## src/rtl/cv32e40p_obi_arbiter.sv

```systemverilog
// N-to-1 OBI data-port arbiter: round-robin with request locking,
// in-order ID FIFO routes each response to the master that issued it.
module cv32e40p_obi_arbiter #(
  parameter int unsigned NUM_PORTS = 4,
  parameter int unsigned ADDR_W    = 32,
  parameter int unsigned DATA_W    = 32,
  parameter int unsigned MAX_OUTST = 4
) (
  input  logic                          clk_i,
  input  logic                          rst_i,
  input  logic [NUM_PORTS-1:0]          req_i,
  output logic [NUM_PORTS-1:0]          gnt_o,
  input  logic [NUM_PORTS-1:0]          we_i,
  input  logic [NUM_PORTS*DATA_W/8-1:0] be_i,
  input  logic [NUM_PORTS*ADDR_W-1:0]   addr_i,
  input  logic [NUM_PORTS*DATA_W-1:0]   wdata_i,
  output logic [NUM_PORTS-1:0]          rvalid_o,
  output logic [DATA_W-1:0]             rdata_o,
  output logic                          mem_req_o,
  output logic                          mem_we_o,
  output logic [DATA_W/8-1:0]           mem_be_o,
  output logic [ADDR_W-1:0]             mem_addr_o,
  output logic [DATA_W-1:0]             mem_wdata_o,
  input  logic                          mem_gnt_i,
  input  logic                          mem_rvalid_i,
  input  logic [DATA_W-1:0]             mem_rdata_i,
  output logic [$clog2(MAX_OUTST+1)-1:0] outst_cnt_o,
  output logic                          err_o
);

  localparam int unsigned BE_W  = DATA_W / 8;
  localparam int unsigned IDX_W = (NUM_PORTS > 1) ? $clog2(NUM_PORTS) : 1;
  localparam int unsigned PTR_W = $clog2(MAX_OUTST);
  localparam int unsigned CNT_W = $clog2(MAX_OUTST + 1);

  logic [IDX_W-1:0] rr_ptr_q;
  logic             lock_vld_q;
  logic [IDX_W-1:0] lock_idx_q;
  logic [IDX_W-1:0] id_mem [MAX_OUTST];
  logic [PTR_W-1:0] wr_ptr_q;
  logic [PTR_W-1:0] rd_ptr_q;
  logic [CNT_W-1:0] cnt_q;
  logic             err_q;

  logic [IDX_W-1:0] rr_idx;
  logic [IDX_W-1:0] cand;
  logic             any_req;
  logic [IDX_W-1:0] winner;
  logic             fifo_full;
  logic             fifo_empty;
  logic             accept;
  logic             pop;
  logic [IDX_W-1:0] head;

  // a + b modulo NUM_PORTS; both operands are already below NUM_PORTS
  function automatic logic [IDX_W-1:0] wrap_add(
    input logic [IDX_W-1:0] a,
    input int unsigned      b
  );
    int unsigned s;
    s = 32'(a) + b;
    if (s >= NUM_PORTS) s = s - NUM_PORTS;
    return s[IDX_W-1:0];
  endfunction

  // Round-robin scan; descending so the lowest offset from rr_ptr wins
  always_comb begin
    rr_idx  = '0;
    cand    = '0;
    any_req = 1'b0;
    for (int i = int'(NUM_PORTS) - 1; i >= 0; i--) begin
      cand = wrap_add(rr_ptr_q, i);
      if (req_i[cand]) begin
        rr_idx  = cand;
        any_req = 1'b1;
      end
    end
  end

  assign winner     = lock_vld_q ? lock_idx_q : rr_idx;
  assign fifo_full  = (cnt_q == CNT_W'(MAX_OUTST));
  assign fifo_empty = (cnt_q == '0);
  assign head       = id_mem[rd_ptr_q];

  assign mem_req_o   = (any_req | lock_vld_q) & ~fifo_full;
  assign mem_we_o    = we_i[winner];
  assign mem_be_o    = be_i[winner*BE_W +: BE_W];
  assign mem_addr_o  = addr_i[winner*ADDR_W +: ADDR_W];
  assign mem_wdata_o = wdata_i[winner*DATA_W +: DATA_W];

  assign accept = mem_req_o & mem_gnt_i;
  assign pop    = mem_rvalid_i & ~fifo_empty;

  assign rdata_o     = mem_rdata_i;
  assign outst_cnt_o = cnt_q;
  assign err_o       = err_q;

  // One-hot grant and response routing
  always_comb begin
    gnt_o    = '0;
    rvalid_o = '0;
    for (int k = 0; k < int'(NUM_PORTS); k++) begin
      gnt_o[k]    = accept & (winner == IDX_W'(k));
      rvalid_o[k] = pop & (head == IDX_W'(k));
    end
  end

  // Arbitration state: priority pointer and pending-request lock
  always_ff @(posedge clk_i) begin
    if (rst_i) begin
      rr_ptr_q   <= '0;
      lock_vld_q <= 1'b0;
      lock_idx_q <= '0;
    end else begin
      if (accept) begin
        rr_ptr_q   <= wrap_add(winner, 1);
        lock_vld_q <= 1'b0;
      end else if (mem_req_o) begin
        lock_vld_q <= 1'b1;
        lock_idx_q <= winner;
      end
    end
  end

  // ID FIFO pointers, occupancy and sticky error
  always_ff @(posedge clk_i) begin
    if (rst_i) begin
      wr_ptr_q <= '0;
      rd_ptr_q <= '0;
      cnt_q    <= '0;
      err_q    <= 1'b0;
    end else begin
      if (accept) wr_ptr_q <= wr_ptr_q + 1'b1;
      if (pop)    rd_ptr_q <= rd_ptr_q + 1'b1;
      cnt_q <= cnt_q + CNT_W'(accept) - CNT_W'(pop);
      if (mem_rvalid_i & fifo_empty) err_q <= 1'b1;
    end
  end

  // ID FIFO storage; contents are only read behind the valid pointers
  always_ff @(posedge clk_i) begin
    if (accept) id_mem[wr_ptr_q] <= winner;
  end

endmodule

```

## config.mk

```make
export PLATFORM = sky130hd
export DESIGN_NAME = cv32e40p_obi_arbiter
export DESIGN_NICKNAME = d
export VERILOG_FILES = /design/src/rtl/cv32e40p_obi_arbiter.sv
export SDC_FILE = /design/constraint.sdc
export NUM_CORES = 1
export LEC_CHECK = 0
export ABC_AREA = 1
export BUFFER_PORTS_ARGS = -buffer_cell sky130_fd_sc_hd__buf_2
export CORE_AREA = 2 2 168 170
export CTS_BUF_LIST = sky130_fd_sc_hd__clkbuf_4 sky130_fd_sc_hd__clkbuf_8
export DETAILED_ROUTE_END_ITERATION = 7
export DIE_AREA = 0 0 170 172
export GPL_TIMING_DRIVEN = 0
export PLACE_DENSITY = 0.47
export SKIP_CTS_REPAIR_TIMING = 1
export SLEW_MARGIN = 20
export SYNTH_ARGS = -nofsm -noshare
export SYNTH_HDL_FRONTEND = slang
export SYNTH_SLANG_ARGS = --single-unit
export TNS_END_PERCENT = 30
```

## constraint.sdc

```tcl
create_clock -name clk_i -period 2.8 [get_ports clk_i]
set_input_delay 0 -clock clk_i [delete_from_list [all_inputs] [get_ports clk_i]]
set_output_delay 0 -clock clk_i [all_outputs]
set_load 0.02 [all_outputs]
```

Word-level counts from Yosys, hierarchy flattened

Memories as Yosys holds them, arrays and structs flattened. A register that Yosys moved wholly into a read port is not among the register bits.
Cells that the tools add are included.

Bits in registers: 13
Bits in writable memories: 8
Output and inout bits: 114
Word-level logic and storage cells: 90
Memories kept: 1
Input port bits: 316
Latch bits: 0
Memory bits (read-only): 0

Memories:

| memory | depth | bits a word | read ports | clocked after memory_dff | write ports | RTL line | RTL |
|---|---|---|---|---|---|---|---|
| id_mem | 4     | 2           | 1          | 1                        | 1           | 39       | `logic [IDX_W-1:0] id_mem [MAX_OUTST];` |

Multiply operators: 0
Bitwise operators: 16
Reductions and logical operators: 5
$lt $le $gt $ge: 10
Muxes and demuxes: 28
Equal/unequal tests: 7
Shifts and indexed selects: 3
Divide/modulo/power cells: 0
Add/sub/neg operators: 13

Operators by type and width:

| cell                  | number |
|---|---|
| $shiftx A128 B8 Y32   | 2 |
| $mux W2               | 12 |
| $shiftx A16 B5 Y4     | 1 |
| $lt A2 B3 Y1 const B  | 5 |
| $and A1 B1 Y1         | 12 |
| $ge A3 B3 Y1 const B  | 4 |
| $mux W1               | 11 |
| $bmux W1 S2           | 5 |
| $sub A2 B1 Y2 const B | 5 |
| $eq A2 B2 Y1 const B  | 4 |
| $add A2 B1 Y3 const B | 2 |
| $add A2 B2 Y3 const B | 2 |
| $add A2 B1 Y2 const B | 2 |
| $eq A2 B1 Y1 const B  | 2 |
| $logic_not A2 Y1      | 2 |
| $add A3 B1 Y3         | 1 |
| $eq A3 B3 Y1 const B  | 1 |
| $ge A2 B3 Y1 const B  | 1 |
| $logic_not A3 Y1      | 1 |
| $not A1 Y1            | 3 |
| $sub A3 B1 Y3         | 1 |
| $reduce_and A2 Y1     | 1 |
| $reduce_or A2 Y1      | 1 |
| $or A1 B1 Y1          | 1 |

Logic depth before layout (Yosys ltp)

Depth after elaboration: 14
Gate-level depth with buffers: 16
Depth with buffers taken out: 13

Least setup slack after synthesis

OpenSTA, ideal clock, no wires.

Path type: reg2reg
Start: reg rr_ptr_q[0]
End: reg cnt_q[2] (netlist: outst_cnt_o[2])
Data arrival time: 2.467 ns
Slack: 0.263 ns
Path buffers: 2
Stages on the path, launching flop included: 16
Period minus slack after synthesis: 2.537 ns
Library setup time: 0.070 ns
Data required time: 2.730 ns
Path through: dfxtp_1 -> buf_4 -> inv_4 -> nand2_1 -> nand3_1 -> nand2_1 -> nor2_1 -> nand3b_1 -> nand3_1 -> buf_2 -> ha_1 -> inv_1 -> ha_1 -> fa_1 -> or2_2 -> a21oi_1

Cells in the longest elaborated chain, start to end: 14
Elaborated cells between the ends (all ways): 32
Those cells by class: add/sub (9); order compare (4); mux (16); bitwise (3)

RTL lines:

| element                                              | RTL line | RTL |
|---|---|---|
| start: declaration                                   | 36       | `logic [IDX_W-1:0] rr_ptr_q;` |
| start signal: assignment                             | 116      | `rr_ptr_q <= wrap_add(winner, 1);` |
| $add A2 B2 Y3                                        | 61       | `s = 32'(a) + b;` |
| $ge A3 B3 Y1 / $sub A2 B1 Y2 (equally long branches) | 62       | `if (s >= NUM_PORTS) s = s - NUM_PORTS;` |
| $mux W2                                              | 62       |  |
| $bmux W1 S2                                          | 73       | `if (req_i[cand]) begin` |
| $mux W1 (implied by the code)                        | 73       |  |
| $mux W1 (3 in series)                                | 73       |  |
| $mux W1 *                                            | 73       |  |
| $or A1 B1 Y1 *                                       | 85       | `assign mem_req_o = (any_req \| lock_vld_q) & ~fifo_full;` |
| $and A1 B1 Y1 *                                      | 85       |  |
| $and A1 B1 Y1 *                                      | 91       | `assign accept = mem_req_o & mem_gnt_i;` |
| $add A3 B1 Y3 *                                      | 135      | `cnt_q <= cnt_q + CNT_W'(accept) - CNT_W'(pop);` |
| $sub A3 B1 Y3 *                                      | 135      |  |
| end signal: assignment                               | 135      |  |
| end: declaration                                     | 42       | `logic [CNT_W-1:0] cnt_q;` |

Every way passes the cells marked *; elsewhere a longest branch is shown, timed or not. The select of a mux whose other input is x is not followed.
A chain may end at the register's enable or synchronous reset.

Worst setup path after layout

Ends and elaborated chain as after synthesis.

==> results.toml <==
[clock_tree]
cts_buffers = 3
path_clk_slew_ns = 0.08
clk-insertion-delay-late_ns = 0.26
clockBufferDepth = 2
cts-root-buf = "clkbuf_8"
cts_sinks = 23
cts_tree = "done"
htreeDepth = 1

[final_layout]
syn_to_final_growth_pct = 50.5
fin_area_um2 = 7750
multi_input_area_um2 = 2820
ff_latch_area_um2 = 541
n_fill_cell = 3303
drive_gt1_frac = 0.348
layout.nets = 1770

[grt]
grt_pass1_vias = 6844
grt_antenna_before_repair = 1
grt_max_degree = 16
grt_usage = 0.160
overflow = 0
grt_pass1_wl_um = 36600

[worst_setup_path]
critical_path.startpoint_type = "register"
required_ns = 3.00
path_max_fanout = 10
cp-end-kind = "register"
cp.arrival_ns = 2.82
critPathKind = "reg2reg"

[synth]
synth_nets = 1360
yosysWarnings = 0
seq_area_frac_synth = 0.105
synth.cell_area_um2 = 5150
synth_cells = 1033
ys_types = 26
avgSynthCellArea_um2 = 4.99
ys_ff_latch = 23

[timing]
setup_ws_ns = 0.177
min_period_ns = 2.62
drv_slew = 0
fin_worst_skew_ns = 0.00724
maxClockFrequency_mhz = 381
min_period_over_period = 0.937
slew-limit-headroom = 0.640
worst_slew_pin_slew_ns = 0.541
holdWs_ns = 0.00723
hold_viol = 0
finalSetupViolCount = 0

[placement]
gp_congestion = 0.884
place_ws_ns = -0.0299
post_dp_cell_area_um2 = 7570
hpwlAfterDp_um = 21100
port_buffers = 396

[floorplan]
die_y_um = 172
ios = 430
rows = 61
initial_core_util = 0.188
die_x_um = 170
core_area_um2 = 27500
dieArea_um2 = 29200

[route]
drc = 0
ant_nets = 0
wire_per_inst_um = 14.3
firstDrtPassIters = 5
vias = 7444
viasPerCell = 4.16
drt_wl_total_um = 25500
drt-initial-drc-count = 435

[run]
cap_violations = 0

[power_and_ir_drop]
vdd_ir_drop_max_mv = 0.485
p_leak_nw = 5.35
powerDensity_nw_per_um2 = 1170

[run_status]
status = "completed"

[hold_path]
hold_path.class = "in2reg"
[synthesized netlist by cell type, drive strengths merged]
master / count / area, µm²
a21oi: 11 / 55.1
ha: 10 / 125
nor2: 23 / 86.3
or2: 2 / 12.5
dfxtp: 15 / 300
clkbuf: 12 / 45.0
nand2: 252 / 948
a32oi: 1 / 8.76
edfxtp: 8 / 240
nand3: 289 / 1450
a31oi: 1 / 6.26
o21ai: 8 / 40.0
inv: 313 / 1180
nand3b: 2 / 15.0
a21boi: 1 / 18.8
buf: 83 / 593
xor2: 1 / 8.76
fa: 1 / 20.0
[metrics by stage]
step	std cells	total power, mW	utilization	TNS (ns)
finish	1789	9.10	0.282	0
global route	1789	10.0	0.282	-0.00644
CTS	1779	9.03	0.277	-1.30
detailed placement	1775	8.79	0.275	-0.0514
global placement	1775	8.79	0.275	-0.0309
floorplan	1033	5.87	-	0
[cell families (layout without fill, tap and decap cells)]
kind of cell,count (synthesis),after routing,share of synthesized area
simple gates,568,568,0.488
buf+inv,408,817,0.352
flops,23,23,0.105
compound gates,22,22,0.0250
fa+ha+maj,11,11,0.0282
xor+xnor,1,1,0.00170
other cells,0,1,0
[cells in the final DEF (no fill, tap or decap), drive strengths merged]
cell type  netlist  layout
buf             83     487
diode            0       1
clkinvlp         0       1
a21oi           11      11
clkbuf          12      17
a32oi            1       1
nand3          289     289
o21ai            8       8
a21boi           1       1
edfxtp           8       8
xor2             1       1
inv            313     312
nor2            23      23
fa               1       1
nand2          252     252
or2              2       2
dfxtp           15      15
ha              10      10
a31oi            1       1
nand3b           2       2
[per-layer routing]
| metal | share of wire | GRT usage | vias to the layer above |
|---|---|---|---|
| met4 | 0.015 | 0.0245 | 0 |
| met2 | 0.51 | 0.295 | 264 |
| met3 | 0.052 | 0.0174 | 24 |
| li1 | - | - | 3848 |
| met5 | 0 | 0 | - |
| met1 | 0.43 | 0.205 | 3308 |
[report_power, final]
group / switching, mW / leakage, nW / internal, mW
Combinational: 5.58 / 5.13 / 2.79
Clock: 0.104 / 0.0262 / 0.111
Sequential: 0.0578 / 0.198 / 0.461
[flip-flops by register name (all words and copies together), names as in the netlist, named ones only]
register     count
lock_idx_q       2
outst_cnt_o      3
id_mem           8
wr_ptr_q         2
lock_vld_q       1
err_o            1
rr_ptr_q         2
rd_ptr_q         2
[critical path, stage by stage, from the launching register on]
cell      delay, ns
dfxtp_1        0.33
buf_6          0.14
inv_4          0.06
nand2_1        0.09
nand3_1        0.09
nand2_2        0.09
nor2_1         0.05
nand3b_1       0.18
nand3_4        0.12
buf_6          0.15
ha_1           0.27
inv_1          0.03
ha_1           0.18
fa_1           0.37
or2_2          0.30
a21oi_1        0.11
[area by class of cell]
class                           count  area share
Timing Repair Buffer              405       0.266
Antenna cell                        1    0.000323
Tap cell                          346      0.0558
Buffer                             95      0.0855
Inverter                          313       0.152
Sequential cell                    23      0.0697
Clock buffer                        4     0.00629
Multi-Input combinational cell    602       0.364
[final timing paths]
| path | slack (ns) | startpoint | end | depth (start not counted) |
|---|---|---|---|---|
| max | 0.18 | rr_ptr_q[0] | outst_cnt_o[2] | 15 |
| min | 0.007 | mem_rvalid_i | err_o | 3 |
| max reg2reg | 0.18 | rr_ptr_q[0] | outst_cnt_o[2] | 15 |
| min reg2reg | 0.46 | err_o | err_o | 2 |
(Power assumes the default switching activity.)
